--- config.mk ---
export PLATFORM = sky130hd
export DESIGN_NAME = led7seg_scan_decoder
export DESIGN_NICKNAME = d
export VERILOG_FILES = /design/src/rtl/led7seg_pkg.sv /design/src/rtl/led7seg_pattern_decode.sv /design/src/rtl/led7seg_scan_decoder.sv
export SDC_FILE = /design/constraint.sdc
export NUM_CORES = 1
export LEC_CHECK = 0
export ABC_AREA = 0
export ABC_CLOCK_PERIOD_IN_PS = 5100
export BUFFER_PORTS_ARGS = -buffer_cell sky130_fd_sc_hd__buf_2
export CAP_MARGIN = 10
export CORE_UTILIZATION = 55
export CTS_CLUSTER_DIAMETER = 80
export CTS_CLUSTER_SIZE = 8
export DETAILED_ROUTE_END_ITERATION = 7
export PLACE_DENSITY_LB_ADDON = 0.2
export SLEW_MARGIN = 10
export SYNTH_ARGS = -nofsm -noshare
export SYNTH_HDL_FRONTEND = slang
export SYNTH_HIERARCHICAL = 1
export SYNTH_SLANG_ARGS = --single-unit
--- constraint.sdc ---
create_clock -name clk -period 5.1 [get_ports clk]
set_input_delay 0.51 -clock clk [delete_from_list [all_inputs] [get_ports clk]]
set_output_delay 0.51 -clock clk [all_outputs]
set_load 0.01 [all_outputs]
--- src/rtl/led7seg_pkg.sv ---
// Shared 7-segment glyph table and code constants used by both the display encoder
// and the scan decoder, plus the decoder's FSM state type.
package led7seg_pkg;

  // Patterns are seg[0:6] = a..g, active-low (0 = segment lit).
  localparam logic [0:6] SEG_0     = 7'b0000001;
  localparam logic [0:6] SEG_1     = 7'b1001111;
  localparam logic [0:6] SEG_2     = 7'b0010010;
  localparam logic [0:6] SEG_3     = 7'b0000110;
  localparam logic [0:6] SEG_4     = 7'b1001100;
  localparam logic [0:6] SEG_5     = 7'b0100100;
  localparam logic [0:6] SEG_6     = 7'b0100000;
  localparam logic [0:6] SEG_7     = 7'b0001111;
  localparam logic [0:6] SEG_8     = 7'b0000000;
  localparam logic [0:6] SEG_9     = 7'b0000100;
  localparam logic [0:6] SEG_DASH  = 7'b1111110;
  localparam logic [0:6] SEG_BLANK = 7'b1111111;

  localparam logic [3:0] CODE_DASH    = 4'hA;
  localparam logic [3:0] CODE_INVALID = 4'hE;
  localparam logic [3:0] CODE_BLANK   = 4'hF;

  typedef enum logic [1:0] {
    ST_WAIT   = 2'd0,
    ST_COMMIT = 2'd1,
    ST_HOLD   = 2'd2
  } scan_state_e;

endpackage

--- src/rtl/led7seg_pattern_decode.sv ---
// Combinational inverse of the glyph table: active-low segment pattern to 4-bit code.
// Patterns outside the table decode to CODE_INVALID with invalid raised.
module led7seg_pattern_decode
  import led7seg_pkg::*;
(
  input  logic [0:6] seg,
  output logic [3:0] code,
  output logic       invalid
);

  // table lookup; unknown patterns fall through to the invalid code
  always_comb begin
    code    = CODE_INVALID;
    invalid = 1'b0;
    case (seg)
      SEG_0:     code = 4'h0;
      SEG_1:     code = 4'h1;
      SEG_2:     code = 4'h2;
      SEG_3:     code = 4'h3;
      SEG_4:     code = 4'h4;
      SEG_5:     code = 4'h5;
      SEG_6:     code = 4'h6;
      SEG_7:     code = 4'h7;
      SEG_8:     code = 4'h8;
      SEG_9:     code = 4'h9;
      SEG_DASH:  code = CODE_DASH;
      SEG_BLANK: code = CODE_BLANK;
      default: begin
        code    = CODE_INVALID;
        invalid = 1'b1;
      end
    endcase
  end

endmodule

--- src/rtl/led7seg_scan_decoder.sv ---
// Readback monitor for a multiplexed active-low 7-segment bus: synchronises the pins,
// waits for a stable {select,segment} sample, and commits the decoded digit per select.
module led7seg_scan_decoder
  import led7seg_pkg::*;
#(
  parameter int NUM_DIGITS    = 8,
  parameter int STABLE_CYCLES = 16,
  parameter int CNT_W         = 5
) (
  input  logic                    clk,
  input  logic                    rst,
  input  logic [0:6]              seg_in,
  input  logic [NUM_DIGITS-1:0]   dig_sel_n,
  output logic [4*NUM_DIGITS-1:0] digits,
  output logic [NUM_DIGITS-1:0]   digit_err,
  output logic                    frame_done,
  output logic                    sel_err
);

  localparam logic [CNT_W-1:0]      CNT_MAX = CNT_W'(STABLE_CYCLES - 1);
  localparam logic [CNT_W-1:0]      CNT_ONE = CNT_W'(1);
  localparam logic [NUM_DIGITS-1:0] DIG_ONE = NUM_DIGITS'(1);

  logic [0:6]              seg_s1_q, seg_s1_d, seg_s2_q, seg_s2_d, smp_seg_q, smp_seg_d;
  logic [NUM_DIGITS-1:0]   sel_s1_q, sel_s1_d, sel_s2_q, sel_s2_d, smp_sel_q, smp_sel_d;
  logic [CNT_W-1:0]        cnt_q, cnt_d;
  scan_state_e             state_q, state_d;
  logic [4*NUM_DIGITS-1:0] digits_q, digits_d;
  logic [NUM_DIGITS-1:0]   digit_err_q, digit_err_d, seen_q, seen_d;
  logic                    frame_done_q, frame_done_d, sel_err_q, sel_err_d;

  logic                    same_s, commit_s, any_low_s, multi_low_s, dec_invalid_s;
  logic [NUM_DIGITS-1:0]   low_s;
  logic [3:0]              dec_code_s;

  led7seg_pattern_decode u_decode (
    .seg     (smp_seg_q),
    .code    (dec_code_s),
    .invalid (dec_invalid_s)
  );

  // next-state: synchronisers, stability counter, FSM and commit into the register file
  always_comb begin
    seg_s1_d  = seg_in;
    seg_s2_d  = seg_s1_q;
    sel_s1_d  = dig_sel_n;
    sel_s2_d  = sel_s1_q;
    smp_seg_d = seg_s2_q;
    smp_sel_d = sel_s2_q;

    same_s = (seg_s2_q == smp_seg_q) && (sel_s2_q == smp_sel_q);
    if (!same_s) begin
      cnt_d = '0;
    end else if (cnt_q == CNT_MAX) begin
      cnt_d = cnt_q;
    end else begin
      cnt_d = cnt_q + CNT_ONE;
    end

    state_d  = state_q;
    commit_s = 1'b0;
    case (state_q)
      ST_WAIT: begin
        if (same_s && (cnt_d == CNT_MAX)) state_d = ST_COMMIT;
        else                              state_d = ST_WAIT;
      end
      ST_COMMIT: begin
        commit_s = 1'b1;
        // a change landing in the commit cycle must not be swallowed by HOLD
        if (same_s) state_d = ST_HOLD;
        else        state_d = ST_WAIT;
      end
      ST_HOLD: begin
        if (same_s) state_d = ST_HOLD;
        else        state_d = ST_WAIT;
      end
      default: state_d = ST_WAIT;
    endcase

    low_s       = ~smp_sel_q;
    any_low_s   = |low_s;
    multi_low_s = |(low_s & (low_s - DIG_ONE));

    digits_d     = digits_q;
    digit_err_d  = digit_err_q;
    seen_d       = seen_q;
    frame_done_d = 1'b0;
    sel_err_d    = sel_err_q;
    if (commit_s && multi_low_s) begin
      sel_err_d = 1'b1;
    end else if (commit_s && any_low_s) begin
      for (int k = 0; k < NUM_DIGITS; k++) begin
        if (low_s[k]) begin
          digits_d[4*k +: 4] = dec_code_s;
          digit_err_d[k]     = dec_invalid_s;
          seen_d[k]          = 1'b1;
        end else begin
          digits_d[4*k +: 4] = digits_q[4*k +: 4];
        end
      end
      if (&seen_d) begin
        frame_done_d = 1'b1;
        seen_d       = '0;
      end else begin
        frame_done_d = 1'b0;
      end
    end else begin
      sel_err_d = sel_err_q;
    end
  end

  // state register; reset wins over any pending commit
  always_ff @(posedge clk) begin
    if (rst) begin
      seg_s1_q     <= 7'h7F;
      seg_s2_q     <= 7'h7F;
      smp_seg_q    <= 7'h7F;
      sel_s1_q     <= '1;
      sel_s2_q     <= '1;
      smp_sel_q    <= '1;
      cnt_q        <= '0;
      state_q      <= ST_WAIT;
      digits_q     <= '1;
      digit_err_q  <= '0;
      seen_q       <= '0;
      frame_done_q <= 1'b0;
      sel_err_q    <= 1'b0;
    end else begin
      seg_s1_q     <= seg_s1_d;
      seg_s2_q     <= seg_s2_d;
      smp_seg_q    <= smp_seg_d;
      sel_s1_q     <= sel_s1_d;
      sel_s2_q     <= sel_s2_d;
      smp_sel_q    <= smp_sel_d;
      cnt_q        <= cnt_d;
      state_q      <= state_d;
      digits_q     <= digits_d;
      digit_err_q  <= digit_err_d;
      seen_q       <= seen_d;
      frame_done_q <= frame_done_d;
      sel_err_q    <= sel_err_d;
    end
  end

  assign digits     = digits_q;
  assign digit_err  = digit_err_q;
  assign frame_done = frame_done_q;
  assign sel_err    = sel_err_q;

endmodule

# --- Word level (Yosys, flattened, before mapping) ---
# Index checks and enable logic that the tools add are counted.
# Widths: inputs -> output; s select.
classes:
  addsub: 2
  eq_ne: 17
  muxes: 34
  bitwise: 4
  n_reduce_logical: 21
ops:
  columns: ["operator", "count"]
  rows:
  - ["$pmux 4 s12", 1]
  - ["$eq 7x7->1 const B", 4]
  - ["$mux 1", 28]
  - ["$reduce_and 3->1", 8]
  - ["$reduce_or 8->1", 2]
  - ["$eq 7x3->1 const B", 2]
  - ["$eq 7x6->1 const B", 2]
  - ["$reduce_or 12->1", 1]
  - ["$eq 5x4->1 const B", 2]
  - ["$mux 5", 2]
  - ["$and 8x8->8", 1]
  - ["$eq 8x8->1", 1]
  - ["$mux 8", 1]
  - ["$not 8->8", 1]
  - ["$reduce_and 8->1", 1]
  - ["$sub 8x1->8 const B", 1]
  - ["$eq 7x1->1 const B", 1]
  - ["$eq 7x4->1 const B", 1]
  - ["$eq 7x5->1 const B", 1]
  - ["$eq 7x7->1", 1]
  - ["$logic_not 7->1", 1]
  - ["$add 5x1->5 const B", 1]
  - ["$logic_and 1x1->1", 4]
  - ["$pmux 2 s2", 1]
  - ["8 further kinds", 9]
totals:
  regBits: 102
  in_bits: 17
  output_inout_bits: 42
  word_cells: 105

# --- Depth between registers and ports, before layout ---
# Gate-level depths: netlist of run 1.
depth:
  ltp_word: 8
  ltp_mapped: 8
  mapped_depth_nobuf: 7

# --- Modules after synthesis ---
# Netlist of run 1, hierarchy kept.
by_module_without_submodules:
  columns: ["module", "instances", "cells_each", "area_each_um2", "seq_area_each_um2"]
  rows:
  - ["led7seg_scan_decoder", 1, 365, 3851.2, 2042.0]
  - ["led7seg_pattern_decode", 1, 40, 271.5, 0.0]

# --- Worst setup path before layout of run 1 ---
# No wires, ideal clock.
synth_timing:
  path_type: "reg-to-reg"
  startpoint: "register smp_sel_q[3]"
  endpoint: "register digits_q[9] (netlist: digits[9])"
  setup_ns: 0.126
  arrival_time_ns: 1.617
  required_time_ns: 4.974
  slack_ns: 3.357
  stages_incl_launch_ff: 9
  n_path_buf: 3
  synth_period_minus_slack_ns: 1.743
  path_cell_list: "dfxtp_1 > buf_2 > and4_1 > buf_6 > o2111a_2 > nor2_2 > or3_1 > buf_6 > mux2i_1"
synth_via:
  elab_chain_len: 7
  word_cells_on_any_way: 9
  classes_between: "1 x add/sub; 3 x bitwise; 5 x reduce/logical"
synth_rtl:
  columns: ["item", "line_no", "rtl"]
  rows:
  - ["start: declaration", "led7seg_scan_decoder.sv:25", "logic [NUM_DIGITS-1:0] sel_s1_q, sel_s1_d, sel_s2_q, sel_s2_d, smp_sel_q, smp_sel_d;"]
  - ["start signal: assignment", "led7seg_scan_decoder.sv:134", "smp_sel_q <= smp_sel_d;"]
  - ["$not 8->8 *", "led7seg_scan_decoder.sv:80", "low_s = ~smp_sel_q;"]
  - ["$sub 8x1->8", "led7seg_scan_decoder.sv:82", "multi_low_s = |(low_s & (low_s - DIG_ONE));"]
  - ["$and 8x8->8", "led7seg_scan_decoder.sv:82", null]
  - ["$reduce_or 8->1", "led7seg_scan_decoder.sv:82", null]
  - ["$logic_and 1x1->1", "led7seg_scan_decoder.sv:89", "if (commit_s && multi_low_s) begin"]
  - ["$not 1->1 (no source line)", null, null]
  - ["$reduce_and 3->1 (no source line) *", null, null]
  - ["end signal: assignment", "led7seg_scan_decoder.sv:137", "digits_q <= digits_d;"]
  - ["end: declaration", "led7seg_scan_decoder.sv:28", "logic [4*NUM_DIGITS-1:0] digits_q, digits_d;"]
# Every way passes the cells marked *; elsewhere a longest branch is shown, timed or not.
# A chain may end at the register's enable or synchronous reset.

# --- Final worst setup path of run 1 ---
layout_timing:
  startpoint: "register smp_seg_q[5] (netlist bit)"
  endpoint: "register digits_q[4] (netlist: digits[4])"
layout_via:
  elab_chain_len: 2
  word_cells_on_any_way: 13
  classes_between: "11 x eq/ne; 1 x mux; 1 x reduce/logical"
layout_rtl:
  columns: ["item", "line_no", "rtl"]
  rows:
  - ["start: declaration", "led7seg_scan_decoder.sv:24", "logic [0:6] seg_s1_q, seg_s1_d, seg_s2_q, seg_s2_d, smp_seg_q, smp_seg_d;"]
  - ["start signal: assignment", "led7seg_scan_decoder.sv:131", "smp_seg_q <= smp_seg_d;"]
  - ["$eq 7x7->1, or another cell as far along", "led7seg_pattern_decode.sv:15", "case (seg)"]
  - ["$pmux 4 s12 *", "led7seg_pattern_decode.sv:15", null]
  - ["via dec_code_s[0]", "led7seg_scan_decoder.sv:34", "logic [3:0] dec_code_s;"]
# Mark *: on every way through the listed nets, which the timed path passes. The rest lies on a longest branch.

==> results of run 1 <==
==> logic make-up after synthesis <==
logic type,after synthesis,synth area share (%)
fa+ha+maj,4,1.21
simple gates,162,23.1
flops,102,49.5
buf+inv,35,4.13
mux,29,7.04
xor+xnor,19,4.04
compound gates,54,11.0
==> per-stage QoR <==
stage	utilization [%]	area [um2]	cells	setup slack (ps)	hold WS (ps)
6_report	63.3	4590	553	2910	329
5_1_grt	63.3	4590	553	2680	313
4_1_cts	63.3	4590	553	2890	312
3_5_place_dp	60.9	4420	540	2930	394
3_3_place_gp	60.9	4420	540	2980	392
2_1_floorplan	-	4120	405	3360	389
==> cell usage after synthesis (2+ instances only) <==
library cell  number
or3_1              2
nor2_1            43
inv_1             12
mux2i_1           29
o21ai_0            4
buf_6              3
or2_2             46
nor3b_2            2
o21a_1             8
o21ai_1            2
buf_4              2
nand3_1            8
and3_1             4
nand2b_1          13
a211o_1           13
nand2_1            6
o211ai_1           2
nor3b_1            4
nor3_1             2
nand4_1            3
ha_1               4
xnor2_1            3
nor3_2             3
clkbuf_1          11
xor2_1            16
nor2b_1           11
a21oi_1            4
dfxtp_1          102
a21boi_1           2
and4_1             2
nor4_1             4
buf_2              6
==> worst max-delay path: cells and delay by family (launching register included) <==
family	cells	cell delay, ps
compound gates	2	690
simple gates	3	660
flops	1	560
mux	1	200
==> layer usage <==
layer	GRT usage, %	vias up	wire (um)	share of wire [%]
li1	-	1464	-	-
met1	28.4	1341	3600	48
met2	33.5	50	3520	47
met3	3.92	9	278	3.7
met4	9.24	0	104	1.4
met5	0	-	0	0
==> state kept, by name (all words and copies together), names as in the netlist <==
signal	flops
digits	32
seg_s2_q	7
sel_s2_q	8
sel_err	1
sel_s1_q	8
cnt_q	5
seg_s1_q	7
smp_sel_q	8
state_q	2
digit_err	8
smp_seg_q	7
seen_q	8
frame_done	1
==> power by group <==
group          switching, uW  internal (uW)  total, uW  leakage, uW
Combinational           39.5           33.3       72.8     0.000917
Sequential              12.6            810        823     0.000832
Clock                    252            219        471    0.0000870
Total                    304           1060       1370      0.00184
==> area by class of cell <==
cell class	instances	share of cell area, %
multi-input combinational	268	41.6
clock buffer	9	2.70
sequential	102	44.4
inverter	12	0.980
tap	99	2.70
timing repair buffer	59	6.48
clock inverter	4	1.12
==> final timing paths <==
path | startpoint | endpoint | slack, ps | cells after the start
worst min-delay path | dig_sel_n[3] | sel_s1_q[3] | 330 | 2
worst max-delay path | smp_seg_q[5] | digits[4] | 2910 | 6
worst min register to register | seg_s1_q[2] | seg_s2_q[2] | 410 | 1
worst max register to register | smp_seg_q[5] | digits[4] | 2910 | 6
==> out/results.env, run 1 <==
UNREPAIRED_SETUP_ENDPOINTS_AFTER_GLOBAL_ROUTING='false'
SYNTH-MAIN-FF-CELL='dfxtp_1'
CTS-HOLD-FIX-BUFFERS=0
GRT_REMAINING_OVERFLOW=0
GRT_PASS1_WL_MM=12.6
GP_CONGESTION=0.804
GRT_PASS1_VIAS=2653
NUMBER_OF_VIAS_PER_CELL=5.18
MAX_CLOCK_FREQ_MHz=457
CLK_ROOT_BUFFER_CELL='clkbuf_8'
TIMING.CRITICAL_PATH.REQUIRED_PS=5370
TRITONCTS='done'
FLOORPLAN.DIE_AREA_MM2=0.00785
FINAL_COMMON_CELL='dfxtp_1'
SYNTH.LIB_CELLS_USED.DISTINCT=61
IO_PINS=59
REGAREA_MM2=0.00204
FINALSETUPVIOLCOUNT=0
SYN-MEAN-INSTANCE-AREA_UM2=10.2
CLOCK_SINKS=102
HOLD_CLASS='in -> reg'
CPPEAKSTAGEDELAY_PS=630
WORST-SLEW-PIN-TRANSITION_PS=780
DIE_HEIGHT_UM=88.6
HTREE_NUM_LEVELS=3
SLEW-LIMIT-HEADROOM_PCT=48.0
NETLIST_AREA_MM2=0.00412
POST_CTS.REPAIR.SETUP_BUFFERS=0
AREA_GROWTH_SYN_TO_LAYOUT_PCT=11.4
GR-USAGE-ALL-LAYERS_PCT=21.2
POWER-PER-CELL-AREA_mW_PER_MM2=297
ANTENNA_LEFT=0
GRT_ANTENNA_BEFORE_REPAIR=0
DIE-WIDTH_UM=88.6
CPMAXSTAGEDELAYCELL='o32ai_1'
TIMING.FINAL.CRIT_SHARE_PCT=42.9
IR_DROP_mV=0.211
AREA_OCCUPIED_BY_MULTI_INPUT_GATES_MM2=0.00191
N_FILL_CELL=605
YS_SEQ_ELEMENTS=102
FLOORPLAN.CORE_AREA_MM2=0.00725
CLK_PIN_SLEW_PS=90
SYNTH_TOP_AREA_SHARE_PCT=49.5
ASYNC_RESET_FF_SHARE_PCT=0
WORSTPATHCELLLIST='nand2_1 -> nor3b_1 -> a21oi_1 -> o32ai_1 -> nor2_1 -> mux2i_1'
TIMING.FINAL.MAX_SLEW_VIOLATIONS=0
CTS_INSERTED_BUFFERS=9
OUTCOME='finished, final reports clean'
FINALHOLDVIOLCOUNT=0
DRT_ITER0_MARKERS=126
NUM_ROWS=31
TIMING.FINAL.CRIT_PERIOD_PS=2190
CRITPATHKIND='reg -> reg'
PORT_BUFFERS=58
FINISH.NET_COUNT=473
CTS.PATH.MAX_BUFFERS=2
SYNTH_AREA_LEADERS='dfxtp_1, mux2i_1, or2_2, nor2_1, xor2_1'
POST_DRT_WL_PER_CELL_UM=13.6
LAYOUT.CELLS.MOST_COMMON_LIST='dfxtp_1, buf_2, or2_2'
TIMING.CRITICAL_PATH.ARRIVAL_PS=2460
SKEW_PS=11.9
CP-START-KIND='register'
ROUTE.DETAILED.DRC=0
SYNTH_EDF_COUNT=0
POWER.LEAKAGE_uW=0.00184
CLK-INSERTION-DELAY-LATE_PS=350
TIMING.SETUP.TNS_PS=0
SYNTH-SEQ-AREA-SHARE_PCT=49.5
YOSYS_WARNINGS=6
SYNTH.LARGEST_AREA_CELL='dfxtp_1'
TIMING.CRITICAL_PATH.FANOUT_MAX=12
DETAIL_ROUTE.WIRELENGTH_MM=7.50
PIN_COUNT_OF_THE_BIGGEST_NET_ENTERING_GLOBAL_ROUTING=96
INITIAL_UTILIZATION_PCT=56.8
SYNTH_FP_NETS=426
POST_ROUTE_CELLS_DRIVE_ABOVE_1_SHARE_PCT=29.7
PLACE.DETAILED.HPWL_MM=5.26
WORST_SETUP_PATH_END_KIND='register'
ROUTED-VIA-COUNT=2864
CTS.REPAIR.RESIZED=0
ANTENNADIODECOUNT=0
POST-LAYOUT-TOTAL-POWER_uW=1370
MAX-CAP-VIOLATIONS=0
DRTPASS1ITERATIONS=4
SYN_INST_COUNT=405
Note: power is estimated with default switching activity, not from simulation.
==> run 2, diff against run 1 <==
--- a/config.mk
+++ b/config.mk
@@ -6,10 +6,10 @@
 export NUM_CORES = 1
 export LEC_CHECK = 0
 export ABC_AREA = 0
-export ABC_CLOCK_PERIOD_IN_PS = 5100
+export ABC_CLOCK_PERIOD_IN_PS = 1900
 export BUFFER_PORTS_ARGS = -buffer_cell sky130_fd_sc_hd__buf_2
 export CAP_MARGIN = 10
-export CORE_UTILIZATION = 55
+export CORE_UTILIZATION = 51
 export CTS_CLUSTER_DIAMETER = 80
 export CTS_CLUSTER_SIZE = 8
 export DETAILED_ROUTE_END_ITERATION = 7
==> constraint.sdc (replaced) <==
create_clock -name clk -period 1.9 [get_ports clk]
set_input_delay 0.19 -clock clk [delete_from_list [all_inputs] [get_ports clk]]
set_output_delay 0.19 -clock clk [all_outputs]
set_load 0.01 [all_outputs]
==> out/results.env, run 2 (synthesized netlist as in run 1, its figures left out) <==
OUTCOME='finished, final reports clean'
REG_TO_REG_CRITICAL_PATH_ENDPOINT='digits[27]'
ROUTE.DETAILED.DRC=0
DETAIL_ROUTE.WIRELENGTH_MM=8.03
TIMING.FINAL.CRIT_PERIOD_PS=1830
HP-START='rst'
CTS_INSERTED_BUFFERS=9
FINALSETUPVIOLCOUNT=0
NUM_ROWS=32
GRT_ANTENNA_BEFORE_REPAIR=0
NUMBER_OF_VIAS_PER_CELL=5.02
CRIT-REG2REG-LAUNCH='smp_seg_q[6]'
CLK_ROOT_BUFFER_CELL='clkbuf_8'
SETUP_SLACK_OF_THE_WORST_REGISTER_TO_REGISTER_PATH_PS=70
CLK_PIN_SLEW_PS=100
PRE_CTS_SLACK_PS=-32.0
CP-START-KIND='register'
MAX-CAP-VIOLATIONS=0
TIMING.CRITICAL_PATH.ARRIVAL_PS=2090
IR_DROP_mV=0.472
PIN_COUNT_OF_THE_BIGGEST_NET_ENTERING_GLOBAL_ROUTING=55
POST_DRT_WL_PER_CELL_UM=13.3
GRT_REMAINING_OVERFLOW=0
DRTPASS1ITERATIONS=4
HOLD_CLASS='in -> reg'
WORSTHOLDENDPOINT='frame_done'
IO_PINS=59
PORT_BUFFERS=58
TRITONCTS='done'
SKEW_PS=9.37
FINALHOLDVIOLCOUNT=0
FINALCOREUTILIZATION_PCT=65.7
GRT_PASS1_VIAS=2955
POST_ROUTE_CELLS_DRIVE_ABOVE_1_SHARE_PCT=36.6
CLOCK_SINKS=102
TIMING.CRITICAL_PATH.REQUIRED_PS=2160
LAYOUT.CELLS.MOST_COMMON_LIST='dfxtp_1, buf_2, or2_2'
ANTENNADIODECOUNT=0
AREA_GROWTH_SYN_TO_LAYOUT_PCT=23.8
PLACE.DETAILED.HPWL_MM=5.53
GP_CONGESTION=0.929
DIE_HEIGHT_UM=91.9
ROUTED-VIA-COUNT=3035
GR-USAGE-ALL-LAYERS_PCT=20.1
GRT_PASS1_WL_MM=13.5
TIMING.CRITICAL_PATH.FANOUT_MAX=7
MIN_PATH_CELLS=2
CTS.PATH.MAX_BUFFERS=2
WORST-SLEW-PIN-TRANSITION_PS=492
DRT_ITER0_MARKERS=107
CRITPATHKIND='reg -> reg'
SLEW-LIMIT-HEADROOM_PCT=66.8
FLOORPLAN.CORE_AREA_MM2=0.00777
POWER-PER-CELL-AREA_mW_PER_MM2=755
CLK-INSERTION-DELAY-LATE_PS=360
TIMING.FINAL.CRIT_SHARE_PCT=96.2
TIMING.FINAL.MAX_SLEW_VIOLATIONS=0
WORST_R2R_PATH_DEPTH=6
FINAL_CRITICAL_PATH_SETUP_SLACK_PS=71.7
ANTENNA_LEFT=0
POWER.LEAKAGE_uW=0.00208
DIE-WIDTH_UM=91.9
MAX_CLOCK_FREQ_MHz=547
INITIAL_UTILIZATION_PCT=53.1
NUMBER_OF_FLIP_FLOPS_UNDER_THE_LARGEST_REGISTER_NAME=32
WORST_SETUP_PATH_END_KIND='register'
HTREE_NUM_LEVELS=3
FINISH.NET_COUNT=519
FINAL_COMMON_CELL='dfxtp_1'
FLOORPLAN.DIE_AREA_MM2=0.00845
-- run 2: cell types whose count changed in the layout (fill, tap and decap cells not counted), sizes merged --
cell         change
buf             +31
clkinv           +1
clkinvlp         -1
dlygate4sd3     +15
inv              +3
-- run 2: cell type report --
cell class / instances / area [um2]
well taps: 102 / 128
inverters: 12 / 45.0
flip-flops and latches: 102 / 2060
multi-input cells: 268 / 1980
fillers: 632 / 2660
repair buffers: 105 / 693
clock inverters: 7 / 78.8
clock buffers: 9 / 124
-- run 2: how the worst max path moves through the flow --
stage,endpoint,slack [ps],start
finish,digits[27],70,smp_seg_q[6]
global route,digits[30],-30,smp_seg_q[6]
CTS,digits[22],2,smp_sel_q[4]
detailed placement,digits[5],-30,smp_seg_q[6]
global placement,digits[16],-30,smp_sel_q[3]
floorplan,digits[9],160,smp_sel_q[3]
-- run 2: where the power goes --
group	switching [uW]	internal, uW	total [uW]
Clock	762	626	1390
Combinational	126	134	260
Sequential	30.1	2180	2210
-- run 2: per-stage QoR --
stage	hold WS (ps)	power (uW)	cells	cell area, um2	setup TNS (ps)
6_report	160	3850	605	5100	0
3_3_place_gp	372	2480	572	4650	-227
5_1_grt	153	4010	605	5100	-99.7
2_1_floorplan	294	2410	405	4120	0
4_1_cts	123	3890	605	5030	0
3_5_place_dp	374	2480	572	4650	-247
-- run 2: layer usage --
metal,wire (um),vias up,part of all wire (%),global-route usage [%]
li1,-,1559,-,-
met1,3910,1427,49,26.3
met2,3840,42,48,33.1
met3,199,7,2.5,3.57
met4,79,0,0.98,7.29
met5,0,-,0,0
-- run 2: worst max-delay path, stage by stage (launching register included) --
cell and delay, ps:
dfxtp_2 450, and3b_1 190, a21oi_1 50, o41ai_2 420, o31ai_2 200, buf_4 180, a211o_1 250
-- run 2: what timing repair did --
item                                    in CTS  in global routing
pin swaps                                    1                  1
resized for setup                            2                 19
setup buffers                                2                  0
hold buffers                                15                  0
endpoints found under the setup margin      21                 40
hold endpoints to repair                    15                  0
==> run 3, diff against run 2 <==
--- a/config.mk
+++ b/config.mk
@@ -14,6 +14,7 @@
 export CTS_CLUSTER_SIZE = 8
 export DETAILED_ROUTE_END_ITERATION = 7
 export PLACE_DENSITY_LB_ADDON = 0.2
+export RECOVER_POWER = 50
 export SLEW_MARGIN = 10
 export SYNTH_ARGS = -nofsm -noshare
 export SYNTH_HDL_FRONTEND = slang
==> out/results.env, run 3 (synthesized netlist as in run 1, its figures left out) <==
WORST_PATH_DOMINANT_CELL_FAMILY='compound AO/OA/AOI/OAI gates'
TIMING.CRITICAL_PATH.REQUIRED_PS=2160
FINISH.NET_COUNT=519
TIMING.FINAL.CRIT_PERIOD_PS=1830
TIMING.SETUP.TNS_PS=0
PLACE.DETAILED.HPWL_MM=5.53
SETUP_SLACK_OF_THE_WORST_REGISTER_TO_REGISTER_PATH_PS=70
CLK_ROOT_BUFFER_CELL='clkbuf_8'
FINAL_COMMON_CELL='dfxtp_1'
IR_DROP_mV=0.473
LAYOUT.CELLS.MOST_COMMON_LIST='dfxtp_1, or2_2, nor2_1'
FINALSETUPVIOLCOUNT=0
SKEW_PS=9.58
FLOORPLAN.CORE_AREA_MM2=0.00777
ROUTE.DETAILED.DRC=0
OUTCOME='finished, final reports clean'
SLEW-LIMIT-HEADROOM_PCT=66.8
WORSTPATHCELLLIST='and3b_1 -> a21oi_1 -> o41ai_2 -> o31ai_2 -> buf_4 -> a211o_1'
FINALHOLDVIOLCOUNT=0
CRITICAL_PATH_BUF_INV_COUNT=1
TIMING.FINAL.MAX_SLEW_VIOLATIONS=0
TIMING.CRITICAL_PATH.FANOUT_MAX=7
POST-ROUTE-CELL-AREA_MM2=0.00507
INITIAL_UTILIZATION_PCT=53.1
CLOCK_SINKS=102
WORST_SETUP_PATH_END_KIND='register'
NUMBER_OF_FLIP_FLOPS_UNDER_THE_LARGEST_REGISTER_NAME=32
TIMING.FINAL.CRIT_SHARE_PCT=96.2
NUMBER_OF_VIAS_PER_CELL=5.03
AREA_GROWTH_SYN_TO_LAYOUT_PCT=23.0
CPPEAKSTAGEDELAY_PS=450
LAYOUTNONFILLERINSTCOUNT=605
ANTENNADIODECOUNT=0
TRITONCTS='done'
DIE_HEIGHT_UM=91.9
CLK-INSERTION-DELAY-LATE_PS=360
GRT_PASS1_WL_MM=13.5
WL_MET1_MM=3.90
CTS_INSERTED_BUFFERS=9
DIE-WIDTH_UM=91.9
POST_ROUTE_CELLS_DRIVE_ABOVE_1_SHARE_PCT=31.4
WL_MET2_MM=3.83
MAX_CLOCK_FREQ_MHz=547
GP_CONGESTION=0.929
GRT_REMAINING_OVERFLOW=0
HOLD_WS_PS=351
WL_MET3_UM=203
CTS.PATH.MAX_BUFFERS=2
CP-START-KIND='register'
TIMING.CRITICAL_PATH.ARRIVAL_PS=2090
NUM_ROWS=32
GRT_ANTENNA_BEFORE_REPAIR=0
N_FILL_CELL=638
DETAIL_ROUTE.WIRELENGTH_MM=8.02
HTREE_NUM_LEVELS=3
POST_DRT_WL_PER_CELL_UM=13.2
DRT_ITER0_MARKERS=107
GR-USAGE-ALL-LAYERS_PCT=20.1
HOLD_CLASS='in -> reg'
WORST-SLEW-PIN-TRANSITION_PS=492
POWER.LEAKAGE_uW=0.00203
DRTPASS1ITERATIONS=4
POWER-PER-CELL-AREA_mW_PER_MM2=760
CLK_PIN_SLEW_PS=100
CELL_TOTAL_AFTER_PLACEMENT=572
PORT_BUFFERS=58
PIN_COUNT_OF_THE_BIGGEST_NET_ENTERING_GLOBAL_ROUTING=55
ROUTED-VIA-COUNT=3045
ANTENNA_LEFT=0
TOP_SIGNAL_LAYER_USED='met4'
MAX-CAP-VIOLATIONS=0
PLACED_AREA_MM2=0.00465
GRT_PASS1_VIAS=2955
IO_PINS=59
CRITPATHKIND='reg -> reg'
FLOORPLAN.DIE_AREA_MM2=0.00845
CPMAXSTAGEDELAYCELL='dfxtp_2'
[run 3: cell type report]
type	instances	area [um2]	area share [%]
Timing Repair Buffer	105	661	13.0
Clock inverter	7	78.8	1.55
Multi-Input combinational cell	268	1980	39.0
Tap cell	102	128	2.52
Clock buffer	9	124	2.44
Inverter	12	45.0	0.888
Sequential cell	102	2060	40.5
[run 3: worst paths after layout]
path	endpoint	from	cells after the start
hold / removal	frame_done	rst	2
setup reg to reg	digits[27]	smp_seg_q[6]	6
hold reg to reg	seg_s2_q[3]	seg_s1_q[3]	1
setup / recovery	digits[27]	smp_seg_q[6]	6
[run 3: routing by layer]
metal | GRT usage (%) | up-vias
li1 | - | 1559
met1 | 26.3 | 1435
met2 | 33.1 | 44
met3 | 3.57 | 7
met4 | 7.29 | 0
met5 | 0 | -
[run 3: worst register-to-register path, cell delays in order, from the launching register on]
cell and delay [ps]:
dfxtp_2 450, and3b_1 190, a21oi_1 50, o41ai_2 420
o31ai_2 200, buf_4 180, a211o_1 250
[run 3: where the power goes]
group / internal, uW / total (uW) / switching [uW]
Combinational: 134 / 260 / 126
Sequential: 2180 / 2210 / 30.0
Clock: 626 / 1390 / 762
[run 3: timing repair]
| item | in CTS | in global routing |
|---|---|---|
| cloned | 0 | 0 |
| setup buffers | 2 | 0 |
| hold buffers | 15 | 0 |
| pin swaps | 1 | 1 |
| gates resized for setup | 2 | 19 |
| setup endpoints to repair | 21 | 40 |
| hold endpoints to repair | 15 | 0 |
[run 3: through the flow]
stage	total power (uW)	setup slack, ps	utilization, %
final	3850	71.7	65.3
after floorplan	2410	157	-
after global placement	2480	-31.9	59.9
after global routing	4010	-31.2	65.3
after CTS	3890	2.07	64.7
after detailed placement	2480	-32.0	59.9
